`src/rtl/generator_addr_wr.sv`:
```
// generator_addr_wr
//   Write-side address generator for the output/partial-sum buffer. A start
//   pulse latches the tile origin base = 64*k + 4*j. The block then accepts
//   16 result words over a valid/ready handshake and issues one registered
//   buffer write per word. The writes cover a 4x4 tile: column-fast,
//   row-slow, with a row stride of END_ROW words.
//
//   Optional feature: define GEN_ADDR_WR_BOUNDS_EN to suppress writes whose
//   unwrapped address reaches HEIGHT and to raise a sticky err flag. Without
//   the macro, addresses wrap modulo HEIGHT and err is tied 0.
//
// Ports
//   clk, rst       clock, asynchronous active-high reset
//   start          one-cycle tile request, honoured only when idle
//   j, k           column-tile and plane index, latched with start
//   in_valid       result word present on in_data
//   in_data        result word
//   in_ready       beat accepted this cycle when in_valid is also high
//   wr_en          buffer write strobe (one cycle after the accepted beat)
//   wr_addr        buffer write address
//   wr_data        buffer write data
//   busy           tile in progress (RUN or DONE)
//   done           one-cycle completion pulse, coincident with last write
//   err            sticky out-of-range flag (bounds build only)
module generator_addr_wr #(
  parameter  int END_ROW = 16,
  parameter  int HEIGHT  = 32,
  parameter  int DW      = 16,
  localparam int AW      = $clog2(HEIGHT)
) (
  input  logic          clk,
  input  logic          rst,
  input  logic          start,
  input  logic [7:0]    j,
  input  logic [7:0]    k,
  input  logic          in_valid,
  input  logic [DW-1:0] in_data,
  output logic          in_ready,
  output logic          wr_en,
  output logic [AW-1:0] wr_addr,
  output logic [DW-1:0] wr_data,
  output logic          busy,
  output logic          done,
  output logic          err
);

  typedef enum logic [1:0] {IDLE, RUN, DONE} state_t;

  state_t      state, state_nxt;
  logic [23:0] base;
  logic [1:0]  col, row;
  logic        accept;
  logic [23:0] full;
  logic        wr_ok;
  logic        unused_full_hi;

  function automatic logic [23:0] tile_addr(input logic [23:0] b,
                                            input logic [1:0]  r,
                                            input logic [1:0]  c);
    return b + 24'(END_ROW) * {22'd0, r} + {22'd0, c};
  endfunction

  // Stage p0: handshake, control FSM and tile counters
  always_ff @(posedge clk or posedge rst) begin
    if (rst) state <= IDLE;
    else     state <= state_nxt;
  end

  always_comb begin
    state_nxt = state;
    in_ready  = 1'b0;
    busy      = 1'b1;
    done      = 1'b0;
    case (state)
      IDLE: begin
        busy = 1'b0;
        if (start) state_nxt = RUN;
      end
      RUN: begin
        in_ready = 1'b1;
        if (in_valid && row == 2'd3 && col == 2'd3) state_nxt = DONE;
      end
      DONE: begin
        done      = 1'b1;
        state_nxt = IDLE;
      end
      default: state_nxt = IDLE;
    endcase
  end

  assign accept = in_valid & in_ready;

  always_ff @(posedge clk or posedge rst) begin
    if (rst) begin
      base <= '0;
      col  <= '0;
      row  <= '0;
    end else if (state == IDLE && start) begin
      base <= {10'd0, k, 6'd0} + {14'd0, j, 2'd0};
      col  <= '0;
      row  <= '0;
    end else if (accept) begin
      col <= col + 2'd1;
      if (col == 2'd3) row <= row + 2'd1;
    end
  end

  assign full           = tile_addr(base, row, col);
  assign unused_full_hi = ^full[23:AW];

`ifdef GEN_ADDR_WR_BOUNDS_EN
  assign wr_ok = (full < 24'(HEIGHT));

  always_ff @(posedge clk or posedge rst) begin
    if (rst)                  err <= 1'b0;
    else if (accept && !wr_ok) err <= 1'b1;
  end
`else
  assign wr_ok = 1'b1;
  assign err   = 1'b0;
`endif

  // Stage p1: registered buffer write port
  always_ff @(posedge clk or posedge rst) begin
    if (rst) begin
      wr_en   <= 1'b0;
      wr_addr <= '0;
      wr_data <= '0;
    end else begin
      wr_en <= accept & wr_ok;
      if (accept) begin
        wr_addr <= full[AW-1:0];
        wr_data <= in_data;
      end
    end
  end

endmodule
```
`config.mk`:
```
export PLATFORM = sky130hd
export DESIGN_NAME = generator_addr_wr
export DESIGN_NICKNAME = d
export VERILOG_FILES = /design/src/rtl/generator_addr_wr.sv
export SDC_FILE = /design/constraint.sdc
export NUM_CORES = 1
export LEC_CHECK = 0
export ABC_CLOCK_PERIOD_IN_PS = 1700
export CAP_MARGIN = 20
export CORE_AREA = 2 2 59 61
export CTS_BUF_LIST = sky130_fd_sc_hd__clkbuf_8
export CTS_CLUSTER_DIAMETER = 80
export DETAILED_ROUTE_END_ITERATION = 10
export DIE_AREA = 0 0 61 63
export PLACE_DENSITY = 0.9
export REMOVE_ABC_BUFFERS = 1
export SYNTH_ARGS = -nofsm -noshare
export SYNTH_HDL_FRONTEND = slang
export SYNTH_SLANG_ARGS = --single-unit
```
`constraint.sdc`:
```
create_clock -name clk -period 1.7 [get_ports clk]
set_input_delay 0.425 -clock clk [delete_from_list [all_inputs] [get_ports clk]]
set_output_delay 0.425 -clock clk [all_outputs]
set_load 0.005 [all_outputs]
```
==> metrics.csv, run 1 <==
metric,value,unit
status,"complete, no violations",
WL/cell,13.7,um
Final Cell Area,2010,sq um
"Hold Vio Cnt, Final",0,
detailed-route DRC error count,0,
Max Cap Viol,0,
Synthesis Warnings,0,
"commonest non-fill, non-tap cell in the layout",clkdlybuf4s50_1,
Final setup viols,0,
Power Total,3.10,mW
post-layout util,62.3,%
post-synthesis register bit count,31,
Slew Limit Fails,0,
Top Ports,62,
initial core utilization,40.7,%
Sum Neg Setup Slack,0,ns
Worst EP arrival,1.23,ns
post-DR vias/cell,4.50,
post-placement cell area,1880,sq um
antenna violations before repair,0,
Post-Syn Area per Cell,15.8,sq um
"area leader, netlist",dfrtp_1,
clock buffer depth,2,
n_diodes,0,
"Seq/Total Area, Yosys",59.0,%
Worst Setup End Kind,output pin,
Synth cell types,23,
"Clk Latency, worst-skew pair",0.28,ns
Fin Hold WS,0.448,ns
Num CTS Buffers,5,
1st-iter DRT viols,24,
cell area power density,1540,nW/um^2
Area Growth Syn to Fin,53.3,%
Setup WS post-layout,0.0431,ns
Core Rows,21,
Slowest Stage Delay on Critical Path,0.44,ns
fillers,253,
DP Worst Slack,-0.0205,ns
Fmax achieved,604,MHz
RSZ-0062 raised after global routing,false,
most frequent cells in the layout,"44 x clkdlybuf4s50_1, 30 x dfrtp_1, 15 x mux2_4, 8 x mux2_2",
CP Class,flip-flop to output pin,
VDD IR max,0.551,mV
largest net degree at the start of global routing,22,
hold_buf cts,0,
critical path cell sequence,or2_4 > dlygate4sd2_1,
nets,180,
Critical Path RT,1.27,ns
leakage power,0.930,nW
clk slew on worst S/H paths,0.06,ns
final clock skew,0.00465,ns
Routed Antenna Nets,0,
final period utilization,97.5,%
Total Wirelength,2590,um
Crit-path slowest cell,dfrtp_2,
Root Driver,clkbuf_8,
Port Buffer Count,47,
core area,3230,sq um
CTS tree,built,
Critical Path Start Type,flip-flop,
All-Layer GR Usage,15.4,%
DIE AREA,3840,sq um
Die Height,63,um
fraction of layout cells with a size suffix above 1,30.8,%
fin crit period,1.66,ns
first-pass GRT wire length,4280,um
RePlAce Congestion,0.679,
Mapped Area,1310,sq um
r2r startpoint,state[1]$_DFFE_PP0P_,
DR vias,851,
worst setup path startpoint,state[1]$_DFFE_PP0P_,
share of the synthesized area in the top cell type,59.0,%
DP HPWL,2010,um
die width,61,um
H-tree lvl count,2,
Synth area leaders,"dfrtp_1 59%, mux2_4 17%, mux2_2 6.9%",
Post-Synthesis Cells,83,
CP Max Fanout,5,
clk sinks,31,
Hold Path Class,input pin to async pin,
vias in the first global route,905,
placed insts,179,
TritonRoute pass-1 iters,4,
Overflow after GRT,0,
Layout Cells excl Fill,189,
## final timing paths
check	slack, ns	to	cells after the start
max	0.04	busy	2
min	0.45	state[0]$_DFFE_PP0P_	3
max reg2reg	0.35	wr_data[3]$_DFFE_PP0P_	4
min reg2reg	0.48	wr_addr[4]$_DFFE_PP0P_	2
max in group asynchronous	0.99	wr_addr[2]$_DFFE_PP0P_	3
min in group clk	0.48	wr_addr[4]$_DFFE_PP0P_	2
## synthesized netlist by cell type
library cell  instances
dfrtp_1              31
nand4b_1              1
xor2_1                2
conb_1                1
nand3_1               1
buf_4                 1
o21ai_0               1
buf_6                 2
or2_4                 1
nor2_4                1
nand3b_4              1
nand2_1               1
mux2i_1               2
and2b_1               1
ha_1                  2
inv_1                 3
xnor2_1               1
nor3b_1               1
mux2_2                8
a21o_1                1
nor2_1                4
nor2b_1               1
mux2_4               15
## cells by family (layout without fill, tap and decap cells)
family,count (synthesis),count (layout),synth area share (%)
mux,25,25,25.5
xor+xnor,3,3,2.00
simple gates,13,13,7.14
fa+ha+maj,2,2,1.90
other cells,1,1,0.285
buf+inv,6,66,3.14
compound gates,2,2,0.952
flops,31,31,59.0
## worst max-delay path: cells and delay by family (launching register included)
kind | cells | cell delay (ns)
buffers and inverters | 1 | 0.26
DFF | 1 | 0.44
and+or+nand+nor | 1 | 0.25
## final cells by class
class                      count  area (sq um)  share of cell area, %
clock buffer                   6          82.6                   4.10
sequential                    31           777                   38.6
clock inverter                 2          35.0                   1.74
inverter                       3          11.3                  0.559
multi-input combinational     46           499                   24.8
tap                           46          57.6                   2.86
timing repair buffer          55           552                   27.4
## sequential cells by signal (all words and copies together) (netlist names)
register,count
wr_data,16
wr_addr,5
base,3
col,2
row,2
state,2
wr_en,1
## power by group
group	internal, mW	switching [mW]
logic	0.810	0.361
registers	1.02	0.168
clock network	0.473	0.264
## routing by layer
metal	vias up	routed length, um	global-route usage [%]	share of wire [%]
met2	37	1270	24.7	49
li1	399	-	-	-
met5	-	0	0	0
met1	411	1060	18.0	41
met3	4	217	6.21	8.4
met4	0	44	5.71	1.7
## timing repair
item,CTS,global route
setup endpoints to repair,3,1
pin swaps,0,1
resized for setup,4,1
buffers inserted,1,1
Note: power is estimated with default switching activity, not from simulation.
==> inputs of run 2 (changes only) <==
--- a/config.mk
+++ b/config.mk
@@ -5,7 +5,6 @@
 export SDC_FILE = /design/constraint.sdc
 export NUM_CORES = 1
 export LEC_CHECK = 0
-export ABC_CLOCK_PERIOD_IN_PS = 1700
 export CAP_MARGIN = 20
 export CORE_AREA = 2 2 59 61
 export CTS_BUF_LIST = sky130_fd_sc_hd__clkbuf_8
==> results of run 2 <==
Same layout as run 1: the final DEF is identical, and so are final timing and power.
